==> src/rtl/rst_seq_pkg.sv <==
// Shared types and constants for the FPGA reset sequencer.
package rst_seq_pkg;

  typedef enum logic [1:0] {
    ST_WAIT_LOCK,
    ST_REL_PERIPH,
    ST_RUN,
    ST_HOLD
  } rst_seq_state_e;

  localparam int CauseW    = 5;
  localparam int CausePor  = 0;
  localparam int CauseLock = 1;
  localparam int CauseBtn  = 2;
  localparam int CauseJtag = 3;
  localparam int CauseSw   = 4;

  localparam logic [CauseW-1:0] PorCause = CauseW'(1) << CausePor;

  function automatic int max3(int a, int b, int c);
    int m;
    m = (a > b) ? a : b;
    return (m > c) ? m : c;
  endfunction

endpackage

==> src/rtl/prim_flop_2sync.sv <==
// Two-flop synchroniser for single-bit asynchronous inputs.
module prim_flop_2sync #(
  parameter bit ResetValue = 1'b0
) (
  input  logic clk_i,
  input  logic rst_ni,
  input  logic d_i,
  output logic q_o
);

  logic meta_q;

  always_ff @(posedge clk_i or negedge rst_ni) begin
    if (!rst_ni) begin
      meta_q <= ResetValue;
      q_o    <= ResetValue;
    end else begin
      meta_q <= d_i;
      q_o    <= meta_q;
    end
  end

endmodule

==> src/rtl/rst_seq_debounce.sv <==
// Button debouncer: synchronise, then require DebounceCycles consecutive lows.
module rst_seq_debounce #(
  parameter int DebounceCycles = 65536
) (
  input  logic clk_i,
  input  logic rst_ni,
  input  logic btn_ni,
  output logic req_o
);

  localparam int              CntW   = $clog2(DebounceCycles + 1);
  localparam logic [CntW-1:0] CntTop = CntW'(DebounceCycles - 1);

  logic            btn_s;
  logic [CntW-1:0] cnt_q;

  prim_flop_2sync #(.ResetValue(1'b0)) u_sync (
    .clk_i  (clk_i),
    .rst_ni (rst_ni),
    .d_i    (btn_ni),
    .q_o    (btn_s)
  );

  // Saturates at the threshold so the request holds for as long as the button does.
  always_ff @(posedge clk_i or negedge rst_ni) begin
    if (!rst_ni)              cnt_q <= '0;
    else if (btn_s)           cnt_q <= '0;
    else if (cnt_q != CntTop) cnt_q <= cnt_q + 1'b1;
  end

  assign req_o = !btn_s && (cnt_q == CntTop);

endmodule

==> src/rtl/fpga_rst_seq.sv <==
// Reset sequencer: staged periphery/system release with cause capture.
module fpga_rst_seq
  import rst_seq_pkg::*;
#(
  parameter int LockStableCycles = 1024,
  parameter int DebounceCycles   = 65536,
  parameter int StageDelay       = 16,
  parameter int MinHoldCycles    = 256
) (
  input  logic              clk_i,
  input  logic              rst_ni,
  input  logic              pll_locked_i,
  input  logic              ext_rst_ni,
  input  logic              jtag_srst_ni,
  input  logic              sw_rst_req_i,
  output logic              rst_periph_no,
  output logic              rst_sys_no,
  output logic              seq_busy_o,
  output logic [CauseW-1:0] rst_cause_o
);

  localparam int CntW = $clog2(max3(LockStableCycles, StageDelay, MinHoldCycles) + 1);

  logic lock_s, jtag_s, btn_req, req_active, lock_ok_q;
  logic [CntW-1:0]   cnt_q, cnt_d;
  logic [CauseW-1:0] ev, cause_q;
  logic periph_q, sys_q, busy_q;
  rst_seq_state_e state_q, state_d;

  prim_flop_2sync #(.ResetValue(1'b0)) u_lock_sync (
    .clk_i (clk_i), .rst_ni (rst_ni), .d_i (pll_locked_i), .q_o (lock_s)
  );

  prim_flop_2sync #(.ResetValue(1'b0)) u_jtag_sync (
    .clk_i (clk_i), .rst_ni (rst_ni), .d_i (jtag_srst_ni), .q_o (jtag_s)
  );

  rst_seq_debounce #(.DebounceCycles(DebounceCycles)) u_btn (
    .clk_i (clk_i), .rst_ni (rst_ni), .btn_ni (ext_rst_ni), .req_o (btn_req)
  );

  assign req_active = btn_req || !jtag_s;

  always_comb begin
    ev            = '0;
    ev[CauseLock] = !lock_s;
    ev[CauseBtn]  = btn_req;
    ev[CauseJtag] = !jtag_s;
    ev[CauseSw]   = sw_rst_req_i && (state_q == ST_RUN);
  end

  always_comb begin
    state_d = state_q;
    unique case (state_q)
      ST_WAIT_LOCK:  if (lock_ok_q && lock_s && !req_active) state_d = ST_REL_PERIPH;
      ST_REL_PERIPH: begin
        if (!lock_s)                                state_d = ST_HOLD;
        else if (cnt_q == CntW'(StageDelay - 1))    state_d = ST_RUN;
      end
      ST_RUN:        if (|ev) state_d = ST_HOLD;
      ST_HOLD:       if (cnt_q == CntW'(MinHoldCycles - 1)) state_d = ST_WAIT_LOCK;
      default:       state_d = ST_WAIT_LOCK;
    endcase
  end

  // One shared counter: lock-stable count in WAIT_LOCK, stage/hold delay elsewhere.
  always_comb begin
    cnt_d = cnt_q + 1'b1;
    if (state_d != state_q || state_q == ST_RUN) cnt_d = '0;
    else if (state_q == ST_WAIT_LOCK) begin
      if (!lock_s)                                  cnt_d = '0;
      else if (cnt_q == CntW'(LockStableCycles - 1)) cnt_d = cnt_q;
    end
  end

  always_ff @(posedge clk_i or negedge rst_ni) begin
    if (!rst_ni) begin
      state_q   <= ST_WAIT_LOCK;
      cnt_q     <= '0;
      lock_ok_q <= 1'b0;
      periph_q  <= 1'b0;
      sys_q     <= 1'b0;
      busy_q    <= 1'b1;
      cause_q   <= PorCause;
    end else begin
      state_q   <= state_d;
      cnt_q     <= cnt_d;
      // Lock-stable flag adds one stage so release lands at sync + count + register.
      lock_ok_q <= (state_q == ST_WAIT_LOCK) && (state_d == ST_WAIT_LOCK) && lock_s &&
                   (cnt_q == CntW'(LockStableCycles - 1));
      periph_q  <= (state_d == ST_REL_PERIPH) || (state_d == ST_RUN);
      sys_q     <= (state_d == ST_RUN);
      busy_q    <= (state_d != ST_RUN);
      if (state_q != ST_HOLD && state_d == ST_HOLD) cause_q <= ev;
    end
  end

  assign rst_periph_no = periph_q;
  assign rst_sys_no    = sys_q;
  assign seq_busy_o    = busy_q;
  assign rst_cause_o   = cause_q;

endmodule

==> config.mk <==
export PLATFORM = sky130hd
export DESIGN_NAME = fpga_rst_seq
export DESIGN_NICKNAME = d
export VERILOG_FILES = /design/src/rtl/rst_seq_pkg.sv /design/src/rtl/prim_flop_2sync.sv /design/src/rtl/rst_seq_debounce.sv /design/src/rtl/fpga_rst_seq.sv
export SDC_FILE = /design/constraint.sdc
export NUM_CORES = 1
export LEC_CHECK = 0
export ABC_AREA = 1
export BUFFER_PORTS_ARGS = -buffer_cell sky130_fd_sc_hd__clkbuf_2
export CAP_MARGIN = 10
export CORE_ASPECT_RATIO = 0.9
export CORE_MARGIN = 2
export CORE_UTILIZATION = 52
export DETAILED_ROUTE_END_ITERATION = 8
export HOLD_SLACK_MARGIN = 0.05
export PLACE_DENSITY = 0.68
export RECOVER_POWER = 100
export SYNTH_ARGS = -nofsm -noshare
export SYNTH_HDL_FRONTEND = slang
export SYNTH_SLANG_ARGS = --single-unit
export TNS_END_PERCENT = 5
==> constraint.sdc <==
create_clock -name clk_i -period 2.6 [get_ports clk_i]
set_clock_uncertainty 0.1 [all_clocks]
set_input_delay 0.39 -clock clk_i [delete_from_list [all_inputs] [get_ports clk_i]]
set_output_delay 0.39 -clock clk_i [all_outputs]
set_load 0.05 [all_outputs]
Yosys cells after proc, flatten, opt, wreduce, memory -nomap -nowiden
Cells that the tools add are included.
{ "op_classes": {"add_sub_neg": 2, "eq_ne": 15, "n_mux": 12, "reduce_logical": 19} }
{ "op_table": {"columns": ["op", "n"], "rows": [
  ["$mux 11", 4],
  ["$mux 17", 2],
  ["$add 17x1->17 const B", 1],
  ["$eq 17x16->1 const B", 1],
  ["$ne 17x16->1 const B", 1],
  ["$add 11x1->11 const B", 1],
  ["$eq 11x10->1 const B", 1],
  ["$eq 11x4->1 const B", 1],
  ["$eq 11x8->1 const B", 1],
  ["$mux 2", 5],
  ["$eq 2x2->1 const B", 4],
  ["$logic_and 1x1->1", 8],
  ["$pmux 2 s4", 1],
  ["$eq 2x1->1 const B", 2],
  ["$logic_not 1->1", 4],
  ["$logic_not 2->1", 2],
  ["$ne 2x2->1 const B", 2],
  ["$ne 4x4->1 const B", 1],
  ["$reduce_or 4->1", 1],
  ["$logic_or 1x1->1", 3],
  ["$ne 2x2->1", 1],
  ["$reduce_bool 2->1", 1]
]} }
{ "word_totals": {"register_bits": 45, "input_bits": 6} }

Depth between registers and ports, before layout
{ "logic_depth": {"word_depth": 11, "ltp_mapped": 21, "depth_no_buf": 21} }

By module
From an unflattened synthesis, not the netlist that was laid out.
{ "hier_totals": {"cells_unflattened": 307, "hier_area_um2": 2402.3} }
{ "modules_own_cells": {"columns": ["mod", "instances", "cells_each", "area_each_um2", "seq_area_each_um2"], "rows": [
  ["fpga_rst_seq", 1, 165, 1263.7, 553.0],
  ["rst_seq_debounce", 1, 136, 988.4, 425.4],
  ["prim_flop_2sync", 3, 2, 50.0, 50.0]
]} }

Worst setup path after synthesis
Ideal clock, no wire load.
{ "synth_timing": {"path_kind": "register to register", "from": "reg u_btn.cnt_q[0]", "to": "reg cause_q[1] (netlist: rst_cause_o[1])", "setup_ps": 130, "t_arrival_ps": 2190, "setup_slack_ps": 180, "stages_incl_launch_ff": 21, "synth_period_minus_slack_ps": 2420, "cell_sequence": "dfrtp_1 -> ha_1 -> nand2_1 -> nor2_1 -> nand4_1 -> nor2_1 -> ha_1 -> inv_1 -> nor2_2 -> inv_2 -> nand2_1 -> nor2_1 -> nor2_1 -> nand2_1 -> nand3_2 -> ha_1 -> inv_1 -> nor2_1 -> inv_1 -> nand2_1 -> o21ai_0"} }
{ "synth_between": {"elab_chain_len": 9, "elab_cells_between_ends": 11, "classes_between": "2 x eq/ne; 3 x mux; 6 x reduce/logical"} }
{ "synth_lines": {"columns": ["element", "line", "text"], "rows": [
  ["start: declaration", "rst_seq_debounce.sv:15", "logic [CntW-1:0] cnt_q;"],
  ["start signal: assignment", "rst_seq_debounce.sv:28", "else if (cnt_q != CntTop) cnt_q <= cnt_q + 1'b1;"],
  ["$eq 17x16->1 (*)", "rst_seq_debounce.sv:31", "assign req_o = !btn_s && (cnt_q == CntTop);"],
  ["$logic_and 1x1->1 (*)", "rst_seq_debounce.sv:31", null],
  ["$logic_or 1x1->1", "fpga_rst_seq.sv:42", "assign req_active = btn_req || !jtag_s;"],
  ["$logic_not 1->1", "fpga_rst_seq.sv:55", "ST_WAIT_LOCK: if (lock_ok_q && lock_s && !req_active) state_d = ST_REL_PERIPH;"],
  ["$logic_and 1x1->1", "fpga_rst_seq.sv:55", null],
  ["$mux 2", "fpga_rst_seq.sv:55", null],
  ["$pmux 2 s4 (*)", "fpga_rst_seq.sv:54", "unique case (state_q)"],
  ["net state_d[0]", "fpga_rst_seq.sv:28", "rst_seq_state_e state_q, state_d;"],
  ["$eq 2x2->1 (*)", "fpga_rst_seq.sv:94", "if (state_q != ST_HOLD && state_d == ST_HOLD) cause_q <= ev;"],
  ["$logic_and 1x1->1 (*)", "fpga_rst_seq.sv:94", null],
  ["end signal: assignment", "fpga_rst_seq.sv:84", "cause_q <= PorCause;"],
  ["end signal: assignment", "fpga_rst_seq.sv:94", null],
  ["end: declaration", "fpga_rst_seq.sv:26", "logic [CauseW-1:0] ev, cause_q;"]
]} }
Mark *: on every way through the listed nets, which the timed path passes. The rest lies on a longest branch.
A chain may end at the register's enable or synchronous reset.

Worst setup path after layout
{ "layout_timing": {"from": "reg u_btn.cnt_q[10]", "to": "reg cause_q[4] (netlist: rst_cause_o[4])"} }
Same word-level chain as after synthesis.

==> results.md <==
- Most frequent cell after synthesis: nand2_1
- Crit-path max cell delay: 0.43 ns
- Vias/cell: 4.94
- Req. time, crit path: 2.69 ns
- Core area: 4100 um2
- CP Buf/Inv Count: 5
- Ranking of synthesized cells by area: dfrtp_1 48%, nand2_1 9.4%, inv_1 6.5%
- Unique masters post-synth: 31
- GPL Wtd Cong: 0.755
- Slew Limit Fails: 0
- Total wire length after detailed routing: 3980 um
- Initial drt markers: 80
- Cell taking the most area after synthesis: dfrtp_1
- Crit-path max FO: 7
- Share of the synthesized area in the top cell type: 47.9%
- Fin cells: 348
- Initial Util: 54.8%
- Wire per inst: 11.4 um
- Arr. time, crit path: 2.48 ns
- Tcrit/Tclk final: 92.0%
- Die span in y: 66.3 um
- Post-synth EDFFs: 0
- Worst-skew pair later-pin latency: 0.30 ns
- Final #Nets: 312
- CTS tree: built
- CTS buffer count: 5
- Port bufs: 13
- Status: finished clean
- Clock Tree Root: clkbuf_8
- Placed cells: 336
- Synth Register Bits: 45
- Antenna Cells: 0
- Endpoints failing hold: 0
- Prevailing post-synth register cell: dfrtp_1
- Min cycle time layout: 2.39 ns
- Max-slew headroom: 28.4%
- Delay-heaviest family, CP: simple AND/OR/NAND/NOR gates
- Startpoint Class: flip-flop
- Final worst slack: 0.208 ns
- Setup CP Type: reg2reg
- Place WS: 0.0584 ns
- I/O pin count: 14
- Antenna Nets Post-Route: 0
- GRT Util Overall: 18.9%
- Slowest cell on crit path: dfrtp_1
- First-pass GRT wire length: 6960 um
- Hold_buf cts: 0
- Largest net degree at the start of global routing: 46
- Mapped cell area: 2250 um2
- Die span in x: 73.3 um
- Pwr dens: 489 nW/um2
- Achievable Freq: 418 MHz
- Syn Area/Cell: 8.26 um2
- Final setup violation count: 0
- Hold slack: 0.0923 ns
- Worst-Margin Slew: 1.07 ns
- Area of the die: 4860 um2
- Clk sinks: 45
- VDD IR max: 0.322 mV
- Syn_nets: 284
- Leakage: 0.00123 uW
- HPWL after DPL: 2790 um
- Global route overflow: 0
- Vias in the first global route: 1,600
- YS warnings: 0
- Async set or reset register ratio after synthesis: 100%
- Layout cell share with drive strength beyond 1: 20.7%
- Vias after detailed routing: 1,718
- Initial antenna violation count: 0
- CTS HTree Levels: 2
- Cell Rows: 22
- R2R setup slack: 0.21 ns
- Area Overhead vs Synth: 14.4%
- CP Cell Sequence: inv_1, nor2_1, nand4_1, nor2_1, ha_2, inv_4, nor2_4, inv_2, nand2_2, nor2_2, nor2_1, nand2_1, nand3_2, ha_4, inv_2, nor2_4, inv_2, nand2_1, o31ai_1
- # DRC: 0
- Clk slew on worst S/H paths: 0.08 ns
- Worst setup EP type: flip-flop
- Hold Crit Class: in2reg
- Unrepaired setup endpoints after global routing: yes
- Synthesized instance count: 272
- CTS max path bufs: 2
- Post-synthesis sequential area ratio: 50.3%
- Maxcap violations: 0
- Post-synth top cells: 56 x nand2_1, 43 x dfrtp_1, 39 x inv_1
- Count of TritonRoute iterations in the first routing pass: 4
==> placed cells by master, fill, tap and decap left out, drive strengths merged <==
cell type / n
o31ai: 2
nand3b: 2
a31o: 1
dfrtp: 43
a2bb2oi: 1
clkinv: 2
nand4: 2
and2: 1
a21oi: 14
ha: 6
nor3b: 2
and3: 2
clkbuf: 19
bufinv: 1
nor2: 44
inv: 42
buf: 9
xnor2: 2
xor2: 1
dfstp: 2
o21a: 1
nand2: 61
o21ai: 14
nand3: 19
nor3: 7
==> flip-flops by register name, summed over array words and instances, names as in the netlist <==
name and count:
u_btn.u_sync.meta_q 1, cnt_q 11, u_lock_sync.q_o 1, u_jtag_sync.meta_q 1
rst_periph_no 1, u_btn.u_sync.q_o 1, u_btn.cnt_q 17, rst_sys_no 1
u_lock_sync.meta_q 1, seq_busy_o 1, u_jtag_sync.q_o 1, rst_cause_o 5
state_q 2, lock_ok_q 1
==> through the flow <==
step | power, uW | area (um2) | TNS [ns] | utilization (%)
after CTS | 1270 | 2500 | 0 | 60.9
final | 1260 | 2570 | 0 | 62.7
after global routing | 1310 | 2570 | -0.560 | 62.7
after global placement | 762 | 2390 | 0 | 58.4
after detailed placement | 762 | 2390 | 0 | 58.4
after floorplan | 739 | 2250 | 0 | -
==> logic make-up after synthesis <==
| group | share of synthesized area [%] |
|---|---|
| and+or+nand+nor | 29.4 |
| buffers and inverters | 7.85 |
| DFF | 50.3 |
| AOI/OAI and AO/OA | 8.02 |
| adders and majority gates | 3.34 |
| xor gates and xnor gates | 1.17 |
==> cell type report <==
type | count | area, um2
Tap cell | 48 | 60.1
Clock inverter | 2 | 35.0
Sequential cell | 45 | 1130
Clock buffer | 5 | 68.8
Fill cell | 349 | 1530
Multi-Input combinational cell | 182 | 985
Inverter | 43 | 164
Timing Repair Buffer | 23 | 129
==> metal layers <==
metal  share of wire [%]  up-vias  track usage (%)
met1                  52      782             26.9
met5                   0        -                0
met2                  43       21             28.0
met4                 1.4        0             7.64
li1                    -      909                -
met3                 2.9        6             3.66
==> power breakdown <==
group / leakage (uW) / switching (uW) / internal [uW]
sequential: 0.000575 / 9.60 / 708
combinational: 0.000605 / 24.5 / 12.7
clock: 0.0000540 / 222 / 279
total: 0.00123 / 257 / 1000
==> path summary, 6_finish.rpt <==
path,startpoint,endpoint,cells after the start
max,u_btn.cnt_q[10],rst_cause_o[4],19
min,jtag_srst_ni,u_jtag_sync.meta_q,1
max reg2reg,u_btn.cnt_q[10],rst_cause_o[4],19
min reg2reg,u_jtag_sync.meta_q,u_jtag_sync.q_o,0
max in group asynchronous,rst_ni,u_btn.cnt_q[7],2
min in group asynchronous,rst_ni,u_btn.cnt_q[4],2
==> worst reg2reg max path: cells and delay by family (launching register included) <==
kind / cells / cell delay (ns)
AOI/OAI and AO/OA: 1 / 0.06
adders and majority gates: 2 / 0.37
buffers and inverters: 5 / 0.27
DFF: 1 / 0.43
and+or+nand+nor: 11 / 1.06
==> timing repair <==
item                       in CTS  in global routing
buffers inserted                0                  5
setup endpoints to repair       0                 21
resized for setup               0                 21
No activity file was read; power rests on OpenSTA's default activity.
